$ cat src/rtl/dds_ctrl_pkg.sv
// rtl/dds_ctrl_pkg.sv - shared types and constants for the DDS configuration controller
package dds_ctrl_pkg;

  typedef enum logic [1:0] {
    IDLE   = 2'd0,
    ARMED  = 2'd1,
    COMMIT = 2'd2
  } state_t;

  localparam logic [1:0] WAVE_SINE   = 2'd0;
  localparam logic [1:0] WAVE_SQUARE = 2'd1;
  localparam logic [1:0] WAVE_TRI    = 2'd2;
  localparam logic [1:0] WAVE_SAW    = 2'd3;

  localparam logic [31:0] DEFAULT_BASE_WORD = 32'd85899;

endpackage

$ cat src/rtl/commit_timer.sv
// rtl/commit_timer.sv - ARMED-state timeout counter; expired on the last cycle before a forced commit
module commit_timer #(
  parameter int TIMEOUT_CYC = 50_000_000
) (
  input  logic sys_clk,
  input  logic sys_rst_n,
  input  logic clr,
  input  logic en,
  output logic expired
);

  localparam int CW = $clog2(TIMEOUT_CYC);

  logic [CW-1:0] r_cnt;

  assign expired = (r_cnt == CW'(TIMEOUT_CYC - 1));

  always_ff @(posedge sys_clk or negedge sys_rst_n) begin
    if (!sys_rst_n) begin
      r_cnt <= '0;
    end else if (clr) begin
      r_cnt <= '0;
    end else if (en && !expired) begin
      r_cnt <= r_cnt + CW'(1);
    end
  end

endmodule

$ cat src/rtl/dds_cfg_ctrl.sv
// rtl/dds_cfg_ctrl.sv - shadowed DDS configuration, committed on phase wrap or timeout
module dds_cfg_ctrl
  import dds_ctrl_pkg::*;
#(
  parameter logic [31:0] BASE_WORD   = DEFAULT_BASE_WORD,
  parameter int          FW          = 32,
  parameter int          MAX_IDX     = 7,
  parameter int          TIMEOUT_CYC = 50_000_000
) (
  input  logic          sys_clk,
  input  logic          sys_rst_n,
  input  logic          key_wave,
  input  logic          key_freq_up,
  input  logic          key_freq_dn,
  input  logic          key_amp,
  input  logic          phase_wrap,
  output logic [1:0]    wave_sel,
  output logic [FW-1:0] freq_word,
  output logic [1:0]    amp_shift,
  output logic          cfg_update,
  output logic          pending
);

  localparam int            IW      = (MAX_IDX < 1) ? 1 : $clog2(MAX_IDX + 1);
  localparam logic [IW-1:0] IDX_MAX = IW'(MAX_IDX);

  state_t        r_state, w_state_nxt;
  logic [1:0]    r_sh_wave, r_sh_amp, r_act_wave, r_act_amp;
  logic [IW-1:0] r_sh_idx, r_act_idx;
  logic [FW-1:0] r_freq_word;
  logic          r_cfg_update, r_pending;

  logic [1:0]    w_sh_wave_nxt, w_sh_amp_nxt;
  logic [IW-1:0] w_sh_idx_nxt;
  logic [FW-1:0] w_freq_word_nxt;
  logic          w_diff_act, w_diff_sh;
  logic          w_commit, w_timer_clr, w_timer_en, w_expired;

  assign w_sh_wave_nxt = key_wave ? (r_sh_wave + 2'd1) : r_sh_wave;
  assign w_sh_amp_nxt  = key_amp  ? (r_sh_amp  + 2'd1) : r_sh_amp;

  // Simultaneous up and down cancel; each direction saturates at its end.
  always_comb begin
    w_sh_idx_nxt = r_sh_idx;
    if (key_freq_up && !key_freq_dn && (r_sh_idx != IDX_MAX)) begin
      w_sh_idx_nxt = r_sh_idx + IW'(1);
    end else if (key_freq_dn && !key_freq_up && (r_sh_idx != '0)) begin
      w_sh_idx_nxt = r_sh_idx - IW'(1);
    end
  end

  // Post-key shadow vs. the active set (IDLE/ARMED) and vs. the value being committed (COMMIT).
  assign w_diff_act = {w_sh_wave_nxt, w_sh_idx_nxt, w_sh_amp_nxt} != {r_act_wave, r_act_idx, r_act_amp};
  assign w_diff_sh  = {w_sh_wave_nxt, w_sh_idx_nxt, w_sh_amp_nxt} != {r_sh_wave, r_sh_idx, r_sh_amp};

  assign w_freq_word_nxt = FW'(BASE_WORD) << r_sh_idx;

  always_ff @(posedge sys_clk or negedge sys_rst_n) begin
    if (!sys_rst_n) begin
      r_state <= IDLE;
    end else begin
      r_state <= w_state_nxt;
    end
  end

  always_comb begin
    w_state_nxt = r_state;
    case (r_state)
      IDLE:    if (w_diff_act) w_state_nxt = ARMED;
      ARMED: begin
        if (phase_wrap || w_expired) w_state_nxt = COMMIT;
        else if (!w_diff_act)        w_state_nxt = IDLE;
      end
      COMMIT:  w_state_nxt = w_diff_sh ? ARMED : IDLE;
      default: w_state_nxt = IDLE;
    endcase
  end

  always_comb begin
    w_commit    = (r_state == COMMIT);
    w_timer_en  = (r_state == ARMED);
    w_timer_clr = (r_state != ARMED);
  end

  commit_timer #(
    .TIMEOUT_CYC (TIMEOUT_CYC)
  ) u_commit_timer (
    .sys_clk   (sys_clk),
    .sys_rst_n (sys_rst_n),
    .clr       (w_timer_clr),
    .en        (w_timer_en),
    .expired   (w_expired)
  );

  always_ff @(posedge sys_clk or negedge sys_rst_n) begin
    if (!sys_rst_n) begin
      r_sh_wave    <= WAVE_SINE;
      r_sh_idx     <= '0;
      r_sh_amp     <= 2'd0;
      r_act_wave   <= WAVE_SINE;
      r_act_idx    <= '0;
      r_act_amp    <= 2'd0;
      r_freq_word  <= FW'(BASE_WORD);
      r_cfg_update <= 1'b0;
      r_pending    <= 1'b0;
    end else begin
      r_sh_wave    <= w_sh_wave_nxt;
      r_sh_idx     <= w_sh_idx_nxt;
      r_sh_amp     <= w_sh_amp_nxt;
      r_cfg_update <= w_commit;
      r_pending    <= (w_state_nxt != IDLE);
      if (w_commit) begin
        r_act_wave  <= r_sh_wave;
        r_act_idx   <= r_sh_idx;
        r_act_amp   <= r_sh_amp;
        r_freq_word <= w_freq_word_nxt;
      end
    end
  end

  assign wave_sel   = r_act_wave;
  assign freq_word  = r_freq_word;
  assign amp_shift  = r_act_amp;
  assign cfg_update = r_cfg_update;
  assign pending    = r_pending;

endmodule
$ cat config.mk
export PLATFORM = sky130hd
export DESIGN_NAME = dds_cfg_ctrl
export DESIGN_NICKNAME = d
export VERILOG_FILES = /design/src/rtl/dds_ctrl_pkg.sv /design/src/rtl/commit_timer.sv /design/src/rtl/dds_cfg_ctrl.sv
export SDC_FILE = /design/constraint.sdc
export NUM_CORES = 1
export LEC_CHECK = 0
export CAP_MARGIN = 20
export CORE_MARGIN = 1
export CORE_UTILIZATION = 50
export CTS_CLUSTER_DIAMETER = 50
export CTS_CLUSTER_SIZE = 30
export DETAILED_ROUTE_END_ITERATION = 16
export PLACE_DENSITY = 0.79
export SLEW_MARGIN = 20
export SYNTH_ARGS = -nofsm -noshare
export SYNTH_HDL_FRONTEND = slang
export SYNTH_SLANG_ARGS = --single-unit
$ cat constraint.sdc
create_clock -name sys_clk -period 2.1 [get_ports sys_clk]
set_clock_uncertainty 0.1 [all_clocks]
set_input_delay 0.21 -clock sys_clk [delete_from_list [all_inputs] [get_ports sys_clk]]
set_output_delay 0.21 -clock sys_clk [all_outputs]
set_load 0.1 [all_outputs]
==> impl_metrics.toml, run 1 <==
[synth]
synth.yosys.seq_area_share_pct = 50.6
post-synth-top-area-cell = "sky130_fd_sc_hd__dfrtp_1"
synth.distinct_cells = 48
netlist.area_leader.share_pct = 42.8
cell_area_after_synthesis_sq_um = 3390
synth_ff_type = "sky130_fd_sc_hd__dfrtp_1"
yosysWarnings = 0
netlist_top_cells_count = "sky130_fd_sc_hd__dfrtp_1 (58), sky130_fd_sc_hd__nand2_1 (54), sky130_fd_sc_hd__nor2_1 (33)"
avgSynthCellArea_sq_um = 9.69
syn_inst = 350
synth_area_leaders = "sky130_fd_sc_hd__dfrtp_1 (43%), sky130_fd_sc_hd__dfstp_2 (7.7%), sky130_fd_sc_hd__nand2_1 (6.0%), sky130_fd_sc_hd__xnor2_1 (4.4%), sky130_fd_sc_hd__nor2_1 (3.7%)"
ff_latch_count_synth = 68
async_reset_ff_share_pct = 100
synth_most_common_cell = "sky130_fd_sc_hd__dfrtp_1"
synth-edff-count = 0

[cells_and_area]
multi_input_area_sq_um = 1630
final_layout_size_suffix_gt1_share_pct = 24.8
layout-area-overhead-vs-synth_pct = 23.4
register_area_sq_um = 1720
utilization_pct = 64.8
antennaDiodeCount = 0
n_fill_cell = 524
finalNetCount = 426

[timing]
final_critical_path_required_period_ns = 2.26
rsz_0062_raised_after_global_routing = "yes"
final-setup-viol-count = 2
report.final.slew_viol_count = 0
hold_viol_final = 0
fin_ws_ns = -0.158
share_of_the_clock_period_used_by_the_worst_path_pct = 108
achievable-frequency_ghz = 0.443

[floorplanning]
die_area_sq_um = 7110
rows = 29
chipWidth_um = 84.4
core_sq_um = 6460
die_y_um = 84.4
io-pin-count = 45
floorplan.initialDensity_pct = 52.5

[worst_setup_path]
crit_required_ns = 2.21
start_kind = "flop"
r2r_start = "r_sh_idx[1]"
crit_chain = "ha_4 -> ha_4 -> nor3b_4 -> a211oi_2 -> o31a_1 -> nor4_2 -> a311oi_2"
critical_setup_path_class = "reg2reg"
worst_setup_end_kind = "flop"
critical-path-slowest-cell = "sky130_fd_sc_hd__dfrtp_1"
critical_path_peak_fanout = 3
cpMostUsedCell = "sky130_fd_sc_hd__ha_4"
worstRegToRegCells = 7
worstPathArrival_ns = 2.36
r2r-end = "r_state[0]"
cpPeakStageDelay_ns = 0.43
setup.reg_to_reg.worst_slack_ns = -0.16

[placed_design]
preCtsSetupSlack_ns = -0.0700
place.port_buffers = 36
globalplace.congestion = 0.849
dp_hpwl_mm = 4.75

[global_routing]
grt_start_max_net_pins = 69
first_global_vias = 2675
antenna_found_initial = 0
globalRouteTotalUtil_pct = 22.2
gr-total-overflow = 0
first_pass_grt_wire_length_mm = 12.4

[clock_tree]
clk_lat_worst_skew_ns = 0.35
clk_transition_reported_paths_ns = 0.08
cts-buffers-inserted = 9
numClockSinks = 68
clockBufferDepth = 2
cts.htree.levels = 3
tritoncts = "yes"
clock_tree.root_cell = "sky130_fd_sc_hd__clkbuf_8"

[routing]
num_vias = 2698
drc = 2
drt-initial-drc-count = 148
total_wirelength_of_the_detailed_routed_design_mm = 7.34
drtPass1Iterations = 10
routed_wire_length_per_instance_um = 14.9
count_of_antenna_violating_nets_left_after_detailed_routing = 0
avgViaCountPerCell = 5.48

[outcome]
status = "complete, but fails checks"
violations = "design-rule violations, negative setup slack"

[run]
count_of_max_cap_constraint_violations = 0

[worst_hold_path]
hold_path_class = "in2async"
registers in the layout, indices dropped and copies added, names as in the netlist:
| register | cells |
|---|---|
| amp_shift | 2 |
| cfg_update | 1 |
| freq_word | 24 |
| pending | 1 |
| r_act_idx | 3 |
| r_sh_amp | 2 |
| r_sh_idx | 3 |
| r_sh_wave | 2 |
| r_state | 2 |
| u_commit_timer.r_cnt | 26 |
| wave_sel | 2 |
logic make-up after synthesis:
family | share of synthesized area [%]
other | 0.111
muxes | 0.295
and+or+nand+nor | 21.0
adders and majority gates | 3.32
buffers and inverters | 4.83
DFF | 50.6
xor gates and xnor gates | 8.01
AOI/OAI and AO/OA | 11.9
through the flow:
step                area [sq um]  cells  setup TNS [ns]  hold slack, ns
global placement            3880    468               0           0.160
detailed placement          3880    468          -0.120           0.160
global route                4180    492          -0.362           0.360
CTS                         4110    487               0           0.318
finish                      4180    492          -0.288           0.320
floorplan                   3450    357               0          -0.186
routing by layer:
layer,part of all wire [%],up-vias,global-route usage (%),wire (um)
met5,0,-,0,0
met4,1.9,0,8.47,143
met3,4.5,13,5.41,328
met2,49,62,35.3,3570
met1,45,1318,29.6,3290
li1,-,1305,-,-
placed cells by master, fill, tap and decap left out, types with 3 or more instances in the layout:
cell type                         netlist  final
sky130_fd_sc_hd__nand2_1               54     54
sky130_fd_sc_hd__dfstp_2               10     10
sky130_fd_sc_hd__xnor2_1               17     17
sky130_fd_sc_hd__a21o_1                 6      6
sky130_fd_sc_hd__and3_1                 5      5
sky130_fd_sc_hd__inv_1                 13     13
sky130_fd_sc_hd__a211oi_1               4      3
sky130_fd_sc_hd__o21ai_0               22     21
sky130_fd_sc_hd__nand3_1                5      5
sky130_fd_sc_hd__nor2_1                33     33
sky130_fd_sc_hd__nor3_1                11     11
sky130_fd_sc_hd__buf_4                  8     55
sky130_fd_sc_hd__ha_4                   0      3
sky130_fd_sc_hd__ha_1                   9      6
sky130_fd_sc_hd__nor2b_1                6      6
sky130_fd_sc_hd__nand2b_1               3      3
sky130_fd_sc_hd__nand4_1                5      5
sky130_fd_sc_hd__xor2_1                 6      6
sky130_fd_sc_hd__a21oi_1               13     12
sky130_fd_sc_hd__clkbuf_8               0      9
sky130_fd_sc_hd__clkdlybuf4s50_1        0      5
sky130_fd_sc_hd__conb_1                 1      8
sky130_fd_sc_hd__dfrtp_1               58     57
sky130_fd_sc_hd__or3_1                  4      4
sky130_fd_sc_hd__o31ai_1                3      3
sky130_fd_sc_hd__nor4_1                 8      6
area by class of cell:
type / instances / share of cell area (%)
inverters: 13 / 1.17
well taps: 77 / 2.30
flip-flops and latches: 68 / 41.0
clock buffers: 10 / 3.05
repair buffers: 64 / 12.4
clock inverters: 6 / 1.02
multi-input cells: 254 / 39.1
worst max-delay path, delay by kind of cell, from the launching register on:
kind | cells | cell delay (ns)
flip-flops | 1 | 0.43
AND/OR/NAND/NOR | 2 | 0.63
AO/OA/AOI/OAI | 3 | 0.60
adder cells (fa/ha/maj) | 2 | 0.37
worst max path at each step:
stage | cells past startpoint | from | end
global route | 7 | r_sh_idx[1] | pending
global placement | 7 | r_sh_idx[1] | r_state[0]
floorplan | 8 | r_sh_idx[1] | pending
detailed placement | 7 | r_sh_idx[1] | r_state[0]
CTS | 7 | r_sh_idx[0] | pending
finish | 7 | r_sh_idx[1] | r_state[0]
repair_timing:
| item | 4_1_cts | 5_1_grt |
|---|---|---|
| hold buffers | 1 | 0 |
| hold endpoints to repair | 58 | 0 |
| setup endpoints to repair | 2 | 5 |
| resized for setup | 6 | 6 |
| pin swaps | 3 | 8 |
| buffers inserted | 2 | 5 |
Power of run 1 is not shown: default switching activity piles up to over one toggle a cycle in this logic, so the estimate is an artifact.
==> run 2: changes to the inputs <==
- PLACE_DENSITY: 0.79 -> not set
- PLACE_DENSITY_LB_ADDON: not set -> 0.2
==> run 2 against run 1 <==
The run ends with negative setup slack left. Hold slack worse by 0.014 ns. Global-route usage is 0.70 points lower. Die area stayed put. Clock-buffer cell count is 2 higher. Cell count is 1.0% lower. Maximum frequency is 5.6% higher. Worst setup slack better by 0.12 ns. Utilization is 0.62 points higher.
==> impl_metrics.toml, run 2 (same netlist as run 1, synthesis figures left out) <==
[floorplanning]
rows = 29
chipWidth_um = 84.4
core_sq_um = 6460
floorplan.initialDensity_pct = 52.5
die_y_um = 84.4
die_area_sq_um = 7110
io-pin-count = 45

[routing]
total_wirelength_of_the_detailed_routed_design_mm = 7.15
routed_wire_length_per_instance_um = 14.7
drt-initial-drc-count = 174
avgViaCountPerCell = 5.28
drc = 0
drtPass1Iterations = 4
num_vias = 2569
count_of_antenna_violating_nets_left_after_detailed_routing = 0

[worst_setup_path]
r2r_start = "r_sh_idx[0]"
crit_chain = "inv_1 -> ha_4 -> nor4b_2 -> a31o_2 -> o31a_1 -> nor4_2 -> a311oi_1"
setup.reg_to_reg.worst_slack_ns = -0.04
worst_setup_end_kind = "flop"
critical_setup_path_class = "reg2reg"
cpPeakStageDelay_ns = 0.42
r2r-end = "r_state[0]"
critical-path-slowest-cell = "sky130_fd_sc_hd__dfrtp_2"
worstPathArrival_ns = 2.26
start_kind = "flop"
crit_required_ns = 2.22
critical_path_peak_fanout = 4
worst_setup_path_startpoint = "r_sh_idx[0]"
worstRegToRegCells = 7

[cells_and_area]
final_cell_mix = "sky130_fd_sc_hd__dfrtp_1 (56), sky130_fd_sc_hd__nand2_1 (54), sky130_fd_sc_hd__buf_4 (50)"
final_layout_size_suffix_gt1_share_pct = 24.4
layout-area-overhead-vs-synth_pct = 24.5
finalInstanceArea_sq_um = 4220
final_common_cell = "sky130_fd_sc_hd__dfrtp_1"
finalNetCount = 421
regMostFlops = "u_commit_timer.r_cnt"
flip_flop_count_of_the_largest_register_after_layout = 26
antennaDiodeCount = 0

[global_routing]
first_global_vias = 2533
first_pass_grt_wire_length_mm = 11.9
globalRouteTotalUtil_pct = 21.5
gr-total-overflow = 0
antenna_found_initial = 0
grt_start_max_net_pins = 69

[timing]
final_critical_path_required_period_ns = 2.14
achievable-frequency_ghz = 0.467
final-setup-viol-count = 1
share_of_the_clock_period_used_by_the_worst_path_pct = 102
hold_viol_final = 0
rsz_0062_raised_after_global_routing = "yes"
timing.hold.ws_ns = 0.306
fin_ws_ns = -0.0395
setup_total_negative_slack_ns = -0.0395
report.final.slew_viol_count = 0

[clock_tree]
clk_transition_reported_paths_ns = 0.08
clockBufferDepth = 2
cts-buffers-inserted = 9
cts.htree.levels = 3
clock_tree.root_cell = "sky130_fd_sc_hd__clkbuf_8"
tritoncts = "yes"
numClockSinks = 68
clk_lat_worst_skew_ns = 0.35

[placed_design]
dp_hpwl_mm = 4.70
globalplace.congestion = 0.824
place.port_buffers = 36
placed_cell_area_sq_um = 3860

[outcome]
status = "complete, but fails checks"
violations = "negative setup slack"

[worst_hold_path]
hold_path_class = "in2async"

[run]
count_of_max_cap_constraint_violations = 0
## run 2: cell count changes in the layout (fill, tap and decap cells not counted), moves of 2 or more
| cell | previous run | this run |
|---|---|---|
| sky130_fd_sc_hd__bufinv_16 | 0 | 3 |
| sky130_fd_sc_hd__buf_4 | 55 | 50 |
| sky130_fd_sc_hd__clkinvlp_4 | 2 | 0 |
| sky130_fd_sc_hd__clkbuf_8 | 9 | 11 |
| sky130_fd_sc_hd__clkinv_4 | 2 | 0 |
## run 2: worst max-delay path by stage
stage | cells past startpoint | slack [ns] | end
floorplan | 8 | 0.004 | pending
global placement | 7 | -0.002 | pending
detailed placement | 6 | -0.06 | pending
CTS | 8 | 0.03 | r_state[0]
global route | 7 | -0.12 | r_state[0]
finish | 7 | -0.04 | r_state[0]
## run 2: final cells by class
cell class	instances	area, sq um
Multi-Input combinational cell	254	1630
Clock buffer	12	155
Clock inverter	4	95.1
Fill cell	515	2240
Sequential cell	68	1720
Timing Repair Buffer	59	480
Tap cell	77	96.3
Inverter	13	48.8
## run 2: what timing repair did
item | CTS | global route
buffers inserted | 1 | 3
endpoints found under the hold margin | 58 | 0
hold buffers | 1 | 0
setup endpoints to repair | 2 | 2
pin swaps | 2 | 1
gates resized for setup | 6 | 7
## run 2: critical path: cells and delay by family (launching register included)
kind / cells / cell delay [ns]
AOI/OAI and AO/OA: 3 / 0.74
adders and majority gates: 1 / 0.30
buffers and inverters: 1 / 0.11
DFF: 1 / 0.42
and+or+nand+nor: 2 / 0.36
## run 2: metal layers
metal  global-route usage, %  vias to the layer above  wire length, um
met1                    28.0                     1223             3500
li1                        -                     1291                -
met2                    34.6                       47             3340
met3                    5.11                        8              237
met5                       0                        -                0
met4                    9.09                        0               78
## run 2: through the flow
step | util [%] | instances | setup WS [ns]
finish | 65.4 | 487 | -0.0395
global route | 65.4 | 487 | -0.124
global placement | 59.8 | 466 | -0.00207
detailed placement | 59.8 | 466 | -0.0624
CTS | 64.5 | 484 | 0.0303
floorplan | - | 357 | 0.00364
Power of run 2 is left out for the same reason.
==> run 3: changes to the inputs <==
- CORE_MARGIN: 1 -> 4
- CORE_UTILIZATION: 50 -> 55
- PLACE_DENSITY: not set -> 0.8
- PLACE_DENSITY_LB_ADDON: 0.2 -> not set
- clock period: 2.1 -> 2.3 ns (I/O delays scaled with it)
==> run 3 against run 2 <==
The flow now finishes without violations. Via count up 1.1%. Worst setup slack better by 0.11 ns. First-iteration DRC count fell by 47%. Clock-buffer cell count down 2. Global-route usage down 0.69 points. Critical path type unchanged. Critical endpoint is now pending.
==> impl_metrics.toml, run 3 (same netlist as run 1, synthesis figures left out) <==
[clock_tree]
clk_transition_reported_paths_ns = 0.08
numClockSinks = 68
clk_lat_worst_skew_ns = 0.35
tritoncts = "yes"
clockBufferDepth = 2
cts-buffers-inserted = 9
postCtsSetupRepairBufs = 0
cts.htree.levels = 3
clock_tree.root_cell = "sky130_fd_sc_hd__clkbuf_8"

[routing]
drtPass1Iterations = 4
avgViaCountPerCell = 5.47
count_of_antenna_violating_nets_left_after_detailed_routing = 0
total_wirelength_of_the_detailed_routed_design_mm = 7.11
drc = 0
drt-initial-drc-count = 92
num_vias = 2597
routed_wire_length_per_instance_um = 15.0

[cells_and_area]
regMostFlops = "u_commit_timer.r_cnt"
antennaDiodeCount = 0
post_layout_nonfiller_instances = 475
flip_flop_count_of_the_largest_register_after_layout = 26
finalNetCount = 411
final_common_cell = "sky130_fd_sc_hd__dfrtp_1"
layout-area-overhead-vs-synth_pct = 19.2
final_cell_mix = "sky130_fd_sc_hd__dfrtp_1 (58), sky130_fd_sc_hd__nand2_1 (54), sky130_fd_sc_hd__buf_4 (40)"
n_fill_cell = 462
final_layout_size_suffix_gt1_share_pct = 20.5

[floorplanning]
die_y_um = 86.5
io-pin-count = 45
chipWidth_um = 86.5
core_sq_um = 5960
rows = 28
die_area_sq_um = 7480
floorplan.initialDensity_pct = 56.9

[global_routing]
globalRouteTotalUtil_pct = 20.8
gr-total-overflow = 0
first_pass_grt_wire_length_mm = 12.3
antenna_found_initial = 0
first_global_vias = 2642
grt_start_max_net_pins = 69

[timing]
fin_ws_ns = 0.0744
final_critical_path_required_period_ns = 2.23
achievable-frequency_ghz = 0.449
report.final.slew_viol_count = 0
setup_total_negative_slack_ns = 0
final-setup-viol-count = 0
timing.hold.ws_ns = 0.326
hold_viol_final = 0
share_of_the_clock_period_used_by_the_worst_path_pct = 96.8

[worst_setup_path]
critical_path_peak_fanout = 4
r2r-end = "pending"
worstRegToRegCells = 8
worst_setup_end_kind = "flop"
worstPathArrival_ns = 2.34
r2r_start = "r_sh_idx[1]"
critical_setup_path_class = "reg2reg"
setup.reg_to_reg.worst_slack_ns = 0.07
worst_setup_path_startpoint = "r_sh_idx[1]"
crit_required_ns = 2.41
start_kind = "flop"
critPathCapture = "pending"

[placed_design]
place.port_buffers = 36
dp_hpwl_mm = 4.81
preCtsSetupSlack_ns = 0.00435
placed_cells_incl_taps = 458
globalplace.congestion = 0.837

[outcome]
status = "complete, no violations"

[worst_hold_path]
hold_path_class = "in2async"

[run]
count_of_max_cap_constraint_violations = 0
==> run 3: metal layers <==
| layer | vias to the layer above | track usage [%] | part of all wire (%) |
|---|---|---|---|
| met2 | 62 | 33.1 | 49 |
| met1 | 1251 | 26.6 | 45 |
| met5 | - | 0 | 0 |
| met3 | 13 | 5.89 | 4.5 |
| met4 | 0 | 8.78 | 1.9 |
| li1 | 1271 | - | - |
==> run 3: worst min path at each step <==
| stage | start | end | slack [ns] |
|---|---|---|---|
| 4_1_cts | sys_rst_n | u_commit_timer.r_cnt[17] | 0.34 |
| 5_1_grt | sys_rst_n | u_commit_timer.r_cnt[16] | 0.33 |
| 6_report | sys_rst_n | u_commit_timer.r_cnt[17] | 0.33 |
| 2_1_floorplan | sys_rst_n | amp_shift[0] | -0.17 |
| 3_3_place_gp | sys_rst_n | u_commit_timer.r_cnt[15] | 0.18 |
| 3_5_place_dp | sys_rst_n | u_commit_timer.r_cnt[14] | 0.18 |
==> run 3: timing repair <==
item | 4_1_cts | 5_1_grt
hold buffers | 1 | 0
endpoints found under the setup margin | 1 | 2
gates resized for setup | 1 | 6
hold endpoints to repair | 58 | 0
pin swaps | 0 | 1
==> run 3: area by class of cell <==
| class | instances | area [sq um] | area share [%] |
|---|---|---|---|
| clock inverter | 6 | 63.8 | 1.58 |
| sequential | 68 | 1710 | 42.4 |
| tap | 75 | 93.8 | 2.32 |
| timing repair buffer | 49 | 405 | 10.0 |
| clock buffer | 10 | 138 | 3.40 |
| inverter | 13 | 48.8 | 1.21 |
| multi-input combinational | 254 | 1580 | 39.1 |
==> run 3: metrics by stage <==
stage                     util (%)  area, sq um
after detailed placement      63.7         3790
after global placement        63.7         3790
after CTS                     67.3         4010
after global routing          67.9         4040
after floorplan                  -         3420
final                         67.9         4040
==> run 3: worst max-delay path: stages (launching register included) <==
cell and delay (ns):
sky130_fd_sc_hd__dfrtp_1 0.41, sky130_fd_sc_hd__ha_2 0.23, sky130_fd_sc_hd__ha_4 0.14, sky130_fd_sc_hd__buf_4 0.12, sky130_fd_sc_hd__nor4b_2 0.04, sky130_fd_sc_hd__a31o_2 0.25
sky130_fd_sc_hd__o31a_1 0.32, sky130_fd_sc_hd__o41ai_2 0.34, sky130_fd_sc_hd__o2111ai_1 0.14
Power of run 3 is left out for the same reason.
